File: config.mk
export PLATFORM = sky130hd
export DESIGN_NAME = alu_stream_arbiter
export DESIGN_NICKNAME = d
export VERILOG_FILES = /design/src/rtl/alu_arb_pkg.sv /design/src/rtl/rr_weight_sel.sv /design/src/rtl/alu_stream_arbiter.sv
export SDC_FILE = /design/constraint.sdc
export NUM_CORES = 1
export LEC_CHECK = 0
export ABC_AREA = 1
export CAP_MARGIN = 25
export CORE_MARGIN = 1
export CORE_UTILIZATION = 41
export DETAILED_ROUTE_END_ITERATION = 7
export PLACE_DENSITY = 0.86
export SYNTH_ARGS = -nofsm -noshare
export SYNTH_HDL_FRONTEND = slang
export SYNTH_HIERARCHICAL = 1
export SYNTH_SLANG_ARGS = --single-unit
export TNS_END_PERCENT = 10
File: constraint.sdc
create_clock -name clk_clk -period 2.6 [get_ports clk_clk]
set_input_delay 0.39 -clock clk_clk [delete_from_list [all_inputs] [get_ports clk_clk]]
set_output_delay 0.39 -clock clk_clk [all_outputs]
set_load 0.02 [all_outputs]
File: src/rtl/alu_arb_pkg.sv
// Shared types and constants for the ALU stream arbiter.
//   chan_t    : channel id (0 = alu0, 1 = alu1)
//   CH_ALU0/1 : channel id constants
//   RUN_W     : width of the consecutive-grant run counter (weights 1..15)
package alu_arb_pkg;

  typedef logic chan_t;

  localparam chan_t CH_ALU0 = 1'b0;
  localparam chan_t CH_ALU1 = 1'b1;

  localparam int unsigned RUN_W = 4;

  function automatic chan_t other_chan(chan_t c);
    return ~c;
  endfunction

endpackage

File: src/rtl/rr_weight_sel.sv
// Combinational weighted round-robin selection.
// Ports:
//   owner_i    : channel currently holding the grant run
//   run_i      : consecutive beats already granted to owner_i
//   valid_i    : per-channel valid, indexed by channel id
//   weight0_i  : max run for ch0 while ch1 waits
//   weight1_i  : max run for ch1 while ch0 waits
//   sel_o      : selected channel (meaningful only when sel_ok_o)
//   sel_ok_o   : a selection exists this cycle
module rr_weight_sel
  import alu_arb_pkg::*;
(
  input  chan_t            owner_i,
  input  logic [RUN_W-1:0] run_i,
  input  logic [1:0]       valid_i,
  input  logic [RUN_W-1:0] weight0_i,
  input  logic [RUN_W-1:0] weight1_i,
  output chan_t            sel_o,
  output logic             sel_ok_o
);

  chan_t            other;
  logic             v_own;
  logic             v_oth;
  logic [RUN_W-1:0] w_own;

  always_comb begin
    other    = other_chan(owner_i);
    v_own    = valid_i[owner_i];
    v_oth    = valid_i[other];
    w_own    = (owner_i == CH_ALU1) ? weight1_i : weight0_i;
    sel_o    = owner_i;
    sel_ok_o = 1'b0;
    // Owner keeps the grant until its weight is used up, unless nobody else wants it.
    if (v_own && ((run_i < w_own) || !v_oth)) begin
      sel_ok_o = 1'b1;
    end else if (v_oth) begin
      sel_o    = other;
      sel_ok_o = 1'b1;
    end
  end

endmodule

File: src/rtl/alu_stream_arbiter.sv
// Weighted round-robin merge of two ALU result streams into one registered
// valid/ready stream tagged with its source channel.
// Optional feature: define ALU_STREAM_ARB_CNT_EN to add per-channel accepted
// beat counters (cnt0, cnt1) with a synchronous clear (cnt_clear).
// Ports:
//   clk_clk, reset_reset_n     : clock, async active-low reset
//   alu{0,1}_data/valid/ready  : input streams (ready driven here)
//   out_data/channel/valid     : registered merged stream
//   out_ready                  : downstream accept
//   cnt_clear, cnt0, cnt1      : optional beat counters
module alu_stream_arbiter
  import alu_arb_pkg::*;
#(
  parameter int unsigned DATA_W  = 32,
  parameter int unsigned WEIGHT0 = 2,
  parameter int unsigned WEIGHT1 = 1
) (
  input  logic              clk_clk,
  input  logic              reset_reset_n,
`ifdef ALU_STREAM_ARB_CNT_EN
  input  logic              cnt_clear,
  output logic [31:0]       cnt0,
  output logic [31:0]       cnt1,
`endif
  input  logic [DATA_W-1:0] alu0_data,
  input  logic              alu0_valid,
  output logic              alu0_ready,
  input  logic [DATA_W-1:0] alu1_data,
  input  logic              alu1_valid,
  output logic              alu1_ready,
  output logic [DATA_W-1:0] out_data,
  output logic              out_channel,
  output logic              out_valid,
  input  logic              out_ready
);

  localparam logic [RUN_W-1:0] W0 = RUN_W'(WEIGHT0);
  localparam logic [RUN_W-1:0] W1 = RUN_W'(WEIGHT1);

  logic              out_valid_q, out_valid_d;
  logic [DATA_W-1:0] out_data_q, out_data_d;
  chan_t             out_channel_q, out_channel_d;
  chan_t             owner_q, owner_d;
  logic [RUN_W-1:0]  run_q, run_d;

  logic             slot;
  chan_t            sel;
  logic             sel_ok;
  logic             xfer0;
  logic             xfer1;
  logic [RUN_W-1:0] w_own;

  assign slot = ~out_valid_q | out_ready;

  rr_weight_sel u_sel (
    .owner_i   (owner_q),
    .run_i     (run_q),
    .valid_i   ({alu1_valid, alu0_valid}),
    .weight0_i (W0),
    .weight1_i (W1),
    .sel_o     (sel),
    .sel_ok_o  (sel_ok)
  );

  // Reset gating keeps both readies low while reset is held, even though the
  // empty output register would otherwise open a slot.
  assign alu0_ready = reset_reset_n & slot & sel_ok & (sel == CH_ALU0);
  assign alu1_ready = reset_reset_n & slot & sel_ok & (sel == CH_ALU1);

  assign xfer0 = alu0_valid & alu0_ready;
  assign xfer1 = alu1_valid & alu1_ready;

  always_comb begin
    out_valid_d   = out_valid_q;
    out_data_d    = out_data_q;
    out_channel_d = out_channel_q;
    owner_d       = owner_q;
    run_d         = run_q;
    w_own         = (owner_q == CH_ALU1) ? W1 : W0;
    if (xfer0 || xfer1) begin
      out_valid_d   = 1'b1;
      out_data_d    = (sel == CH_ALU1) ? alu1_data : alu0_data;
      out_channel_d = sel;
      if (sel == owner_q) begin
        // Saturate so a lone channel never wraps its run count.
        run_d = (run_q >= w_own) ? w_own : run_q + RUN_W'(1);
      end else begin
        owner_d = sel;
        run_d   = RUN_W'(1);
      end
    end else if (out_ready) begin
      out_valid_d = 1'b0;
    end
  end

  always_ff @(posedge clk_clk or negedge reset_reset_n) begin
    if (!reset_reset_n) begin
      out_valid_q   <= 1'b0;
      out_data_q    <= '0;
      out_channel_q <= CH_ALU0;
      owner_q       <= CH_ALU0;
      run_q         <= '0;
    end else begin
      out_valid_q   <= out_valid_d;
      out_data_q    <= out_data_d;
      out_channel_q <= out_channel_d;
      owner_q       <= owner_d;
      run_q         <= run_d;
    end
  end

  assign out_valid   = out_valid_q;
  assign out_data    = out_data_q;
  assign out_channel = out_channel_q;

`ifdef ALU_STREAM_ARB_CNT_EN
  logic [31:0] cnt0_q, cnt0_d;
  logic [31:0] cnt1_q, cnt1_d;

  always_comb begin
    cnt0_d = cnt0_q;
    cnt1_d = cnt1_q;
    if (cnt_clear) begin
      cnt0_d = '0;
      cnt1_d = '0;
    end else begin
      if (xfer0) cnt0_d = cnt0_q + 32'd1;
      if (xfer1) cnt1_d = cnt1_q + 32'd1;
    end
  end

  always_ff @(posedge clk_clk or negedge reset_reset_n) begin
    if (!reset_reset_n) begin
      cnt0_q <= '0;
      cnt1_q <= '0;
    end else begin
      cnt0_q <= cnt0_d;
      cnt1_q <= cnt1_d;
    end
  end

  assign cnt0 = cnt0_q;
  assign cnt1 = cnt1_q;
`endif

endmodule

==> results of run 1 <==
[worst paths after layout]
path	endpoint	slack, ps	cells after the start
min in group clk_clk	out_data[10]	470	2
hold / removal	out_channel	170	2
hold reg to reg	out_data[10]	470	2
setup / recovery	alu1_ready	120	12
max in group asynchronous	out_data[10]	2080	2
setup reg to reg	out_data[4]	240	16
[what timing repair did]
| action | in CTS | in global routing |
|---|---|---|
| endpoints found under the setup margin | 2 | 18 |
| hold buffers | 0 | 0 |
| gates resized for setup | 3 | 1 |
[state kept, by name, summed over array words and instances (netlist names)]
register / count
out_channel: 1
out_data: 32
out_valid: 1
owner_q: 1
run_q: 4
[metrics by stage]
step	instances	utilization [%]	setup slack [ps]	power (mW)
after floorplan	335	-	168	2.36
after global placement	504	64.8	130	3.14
after detailed placement	504	64.8	69.3	3.22
after CTS	512	67.1	118	3.76
after global routing	512	67.2	7.61	4.06
final	512	67.2	122	3.73
[where the power goes]
part	internal, mW	switching [mW]	total [mW]
clock network	0.310	0.205	0.515
registers	0.873	0.165	1.04
logic	0.935	1.24	2.18
total	2.12	1.61	3.73
[cell families after synthesis]
family,after synthesis,synth area share (%)
adder cells (fa/ha/maj),6,3.36
XOR/XNOR,1,0.392
AND/OR/NAND/NOR,242,42.2
AO/OA/AOI/OAI,2,0.447
buffers and inverters,34,8.23
flip-flops,39,43.7
multiplexers,3,1.34
other,2,0.336
[cell type report]
cell class                      instances  area, sq um
Fill cell                             461         1700
Sequential cell                        39          976
Timing Repair Buffer                  114         1110
Clock inverter                          2         35.0
Clock buffer                            6         82.6
Inverter                               19         78.8
Multi-Input combinational cell        262         1100
Tap cell                               70         87.6
[per-layer routing]
layer	vias up	part of all wire, %
li1	1190	-
met1	1021	40
met2	84	52
met5	-	0
met4	0	1.8
met3	11	6.4
[cell usage after synthesis]
cell type	n	area share [%]
nand2_1	224	38
dfrtp_1	39	44
inv_1	15	2.5
buf_6	6	3.0
clkbuf_1	6	1.0
ha_1	6	3.4
nor2_1	6	1.0
nand3_1	5	1.1
buf_2	3	0.67
mux2i_1	3	1.3
conb_1	2	0.34
nand2_2	2	0.56
a21oi_1	1	0.22
clkinv_1	1	0.17
inv_2	1	0.17
inv_4	1	0.28
inv_6	1	0.39
nand3_2	1	0.45
nand3b_1	1	0.34
nand4_1	1	0.28
nand4_2	1	0.56
nor2_2	1	0.28
o21ai_0	1	0.22
xnor2_1	1	0.39
==> summary.md, run 1 <==
| Metric | Value |
|---|---|
| Outcome | complete, no violations |
| Distinct cell type count after synthesis | 24 |
| Synthesized area | 0.00223 sq mm |
| Data arrival, critical path | 2090 ps |
| PwrDens | 1070 mW/mm^2 |
| Max-cap violations | 0 |
| Critical Path Fanout Max | 4 |
| Number of I/O pins | 105 |
| Clk pin slew, worst setup/hold paths | 70 ps |
| DR vias/cell | 4.50 |
| Die X | 75.8 um |
| Core ar. | 0.00517 sq mm |
| Die Span Y | 75.8 um |
| CP Buf/Inv Count | 3 |
| GP Congestion | 0.795 |
| Clk_lat worst skew | 290 ps |
| CP endpoint kind | output pin |
| Fin crit period | 2480 ps |
| DRC Markers | 0 |
| Mapped Cells | 329 |
| Fin area | 0.00347 sq mm |
| Starting Density | 43.2% |
| Initial antenna violation count | 0 |
| CTS Buf Count | 5 |
| Busiest layer in global routing | met2 |
| FMAX | 0.404 GHz |
| # port buffers | 104 |
| RSZ-0062 raised after global routing | false |
| IR drop worst, VDD | 605 uV |
| Sequential area share after synthesis | 43.7% |
| Nature of the critical path startpoint | register |
| Clock Sinks | 39 |
| Setup bufs post-CTS | 0 |
| Worst R2R Start | owner_q |
| Gr usage total | 21.5% |
| Worst Hold Slack | 173 ps |
| Fraction of layout instances using a drive strength above 1 | 6.11% |
| Clk buf depth | 2 |
| CTS H-tree lvls | 2 |
| WL/cell | 11.0 um |
| Family with the most delay on the worst path | simple AND/OR/NAND/NOR gates |
| Slowest stage delay, CP | 370 ps |
| CP dominant cell by count | nand2_1 |
| GR Layer Usage met2 | 41.6% |
| Commonest cells after routing, fill and taps aside | nand2_1, clkdlybuf4s50_1, dfrtp_1 |
| GRT Residual Overflow | 0 |
| Largest net degree at the start of global routing | 40 |
| First-pass GRT wire length | 9.22 mm |
| Setup CP Type | register to output pin |
| Warning count from the yosys run | 6 |
| Placed Area | 0.00335 sq mm |
| Die footprint | 0.00575 sq mm |
| Clock root cell | clkbuf_8 |
| Post-Route WL | 5.62 mm |
| Final Hold Vio Count | 0 |
| Worst path cell trace | mux2i_1 > ha_1 > nand2_1 > nand2_1 > nand2_1 > nand3_1 > nand2_1 > inv_1 > nor2_4 > inv_6 > nor2_1 > dlygate4sd2_1 |
| Placement row count | 26 |
| Final Setup Violations | 0 |
| Tcrit/Tclk final | 95.3% |
| Nets | 516 |
| Leakage power total | 1.89 nW |
| Worst hold path type | primary input to async pin |
| Crit path launch | owner_q |
| Setup TNS | 0 ps |
| CP required | 2210 ps |
| Slew Limit Fails | 0 |
| #FFs+latches synth | 39 |
| Initial DRC count | 145 |
| Drt first pass iters | 4 |
| Via count | 2,306 |
| Vias in the first global route | 2,221 |
| CTS tree | yes |
| Met1 Use GR | 21.2% |
| Mean Syn Cell Area | 6.79 sq um |
| Area Growth Syn to Fin | 55.5% |
| Most common cell after layout, fill and taps aside | nand2_1 |
| Routing usage on met3 | 6.88% |
| Slowest stage cell on the critical path | dfrtp_1 |
| HPWL after detailed placement | 4.29 mm |
| ANT nets after route | 0 |
| ANT cells | 0 |
| Skew final | 10.9 ps |
Power figures use the tool's default switching activity.
==> run 2: changes to the inputs <==
Settings changed: CORE_UTILIZATION 41 to 43, CTS_BUF_LIST set to sky130_fd_sc_hd__clkbuf_4 sky130_fd_sc_hd__clkbuf_8, PLACE_DENSITY 0.86 to 0.89.
==> summary.md, run 2 (synthesis results as in run 1) <==
| Metric | Value |
|---|---|
| Data arrival, critical path | 2040 ps |
| IR drop worst, VDD | 503 uV |
| RSZ-0062 raised after global routing | true |
| Worst hold path type | primary input to async pin |
| CP required | 2210 ps |
| Setup slack after layout | 170 ps |
| Vias in the first global route | 2,104 |
| Fin crit period | 2430 ps |
| Post-Route WL | 5.56 mm |
| Slowest stage delay, CP | 360 ps |
| Worst path cell trace | mux2i_1 > ha_1 > nand2_1 > nand2_1 > nand2_1 > nand3_1 > nand2_1 > inv_1 > nor2_4 > nor2_1 > dlygate4sd2_1 |
| Slowest stage cell on the critical path | dfrtp_1 |
| HPWL after detailed placement | 4.35 mm |
| Clk pin slew, worst setup/hold paths | 70 ps |
| Starting Density | 46.1% |
| CTS H-tree lvls | 2 |
| GP Congestion | 0.792 |
| Leakage power total | 1.87 nW |
| Commonest cells after routing, fill and taps aside | nand2_1, clkdlybuf4s50_1, dfrtp_1 |
| Final Hold Vio Count | 0 |
| Nets | 515 |
| PwrDens | 1050 mW/mm^2 |
| Met2 wire len | 2.92 mm |
| Cell Count Post-Placement | 500 |
| Nature of the critical path startpoint | register |
| Met3 Routed Length | 367 um |
| Via count | 2,291 |
| Clock root cell | clkbuf_8 |
| Final Setup Violations | 0 |
| Die Span Y | 74.1 um |
| Area Growth Syn to Fin | 53.6% |
| Clock Sinks | 39 |
| Core ar. | 0.00485 sq mm |
| GRT Residual Overflow | 0 |
| DR vias/cell | 4.52 |
| # port buffers | 104 |
| Dpl ws | 56.2 ps |
| ANT cells | 0 |
| Critical Path Fanout Max | 5 |
| FMAX | 0.412 GHz |
| Initial antenna violation count | 0 |
| CTS tree | yes |
| Initial DRC count | 65 |
| Drt first pass iters | 6 |
| Die footprint | 0.00549 sq mm |
| CP dominant cell by count | nand2_1 |
| Max reg flops | 32 |
| Setup CP Type | register to output pin |
| Die X | 74.1 um |
| Slew Limit Fails | 0 |
| Clk buf depth | 2 |
| First-pass GRT wire length | 9.01 mm |
| Number of I/O pins | 105 |
| Fraction of layout instances using a drive strength above 1 | 5.91% |
| CP endpoint kind | output pin |
| Tcrit/Tclk final | 93.5% |
| Placement row count | 25 |
| WL/cell | 11.0 um |
| DRC Markers | 0 |
| Top Metal Used | met4 |
| Worst R2R Setup Slack | 250 ps |
| Gr usage total | 21.2% |
| Outcome | complete, no violations |
| WL met1 | 2.16 mm |
| Most common cell after layout, fill and taps aside | nand2_1 |
| Skew final | 5.23 ps |
| Clk_lat worst skew | 290 ps |
| Layout Cells excl Fill | 507 |
| Fill cells | 401 |
| Max-cap violations | 0 |
| Worst R2R Start | owner_q |
| ANT nets after route | 0 |
| CTS Buf Count | 5 |
| R2R Path End | out_data[20] |
| Largest net degree at the start of global routing | 40 |
| Worst r2r path cells | 16 |
-- run 2: cell types whose count changed in the layout (fill, tap and decap cells not counted) --
cell / previous run / this run
clkbuf_2: 0 / 1
bufinv_16: 1 / 0
dlygate4sd2_1: 2 / 1
buf_4: 9 / 7
buf_6: 1 / 2
-- run 2: worst max path at each step --
stage | start | endpoint | cells past startpoint
global route | owner_q | alu0_ready | 11
floorplan | owner_q | alu1_ready | 14
detailed placement | alu0_valid | alu1_ready | 9
global placement | alu0_valid | alu1_ready | 9
CTS | owner_q | alu1_ready | 12
finish | owner_q | alu0_ready | 11
-- run 2: area by class of cell --
type	instances	area (sq um)	share of cell area, %
Sequential cell	39	976	28.4
Timing Repair Buffer	113	1100	32.2
Multi-Input combinational cell	262	1100	32.1
Clock buffer	6	82.6	2.41
Inverter	19	78.8	2.30
Clock inverter	1	5.00	0.146
Tap cell	67	83.8	2.44
-- run 2: power by group --
part / switching (mW) / internal, mW / leakage (nW)
logic: 1.23 / 0.926 / 1.33
registers: 0.156 / 0.873 / 0.494
clock network: 0.198 / 0.208 / 0.0470
-- run 2: per-stage QoR --
step / TNS (ps) / hold slack (ps) / power (mW) / area (sq um) / util [%]
6_report: 0 / 179 / 3.59 / 3430 / 70.8
5_1_grt: -8.00 / 215 / 3.91 / 3430 / 70.8
4_1_cts: 0 / 196 / 3.62 / 3430 / 70.7
3_5_place_dp: 0 / 457 / 3.20 / 3340 / 68.9
3_3_place_gp: 0 / 452 / 3.12 / 3340 / 68.9
2_1_floorplan: 0 / 94.4 / 2.36 / 2260 / -
-- run 2: critical path: cells and delay by family (launching register included) --
family	cells	cell delay (ps)
buffers and inverters	2	380
muxes	1	190
DFF	1	360
adders and majority gates	1	250
and+or+nand+nor	7	570
-- run 2: repair_timing --
item                       CTS  global route
hold buffers                 0             0
setup endpoints to repair    2            34
gates resized for setup      3             4
buffers inserted             0             0
-- run 2: layer usage --
metal,up-vias,GRT usage [%]
li1,1192,-
met3,11,5.69
met5,-,0
met2,70,39.9
met4,0,7.26
met1,1018,22.8
==> run 3: changes to the inputs <==
Settings changed: CAP_MARGIN 25 to 10.
==> results of run 3 <==
No change in the layout: final DEF, timing and power equal those of run 2.
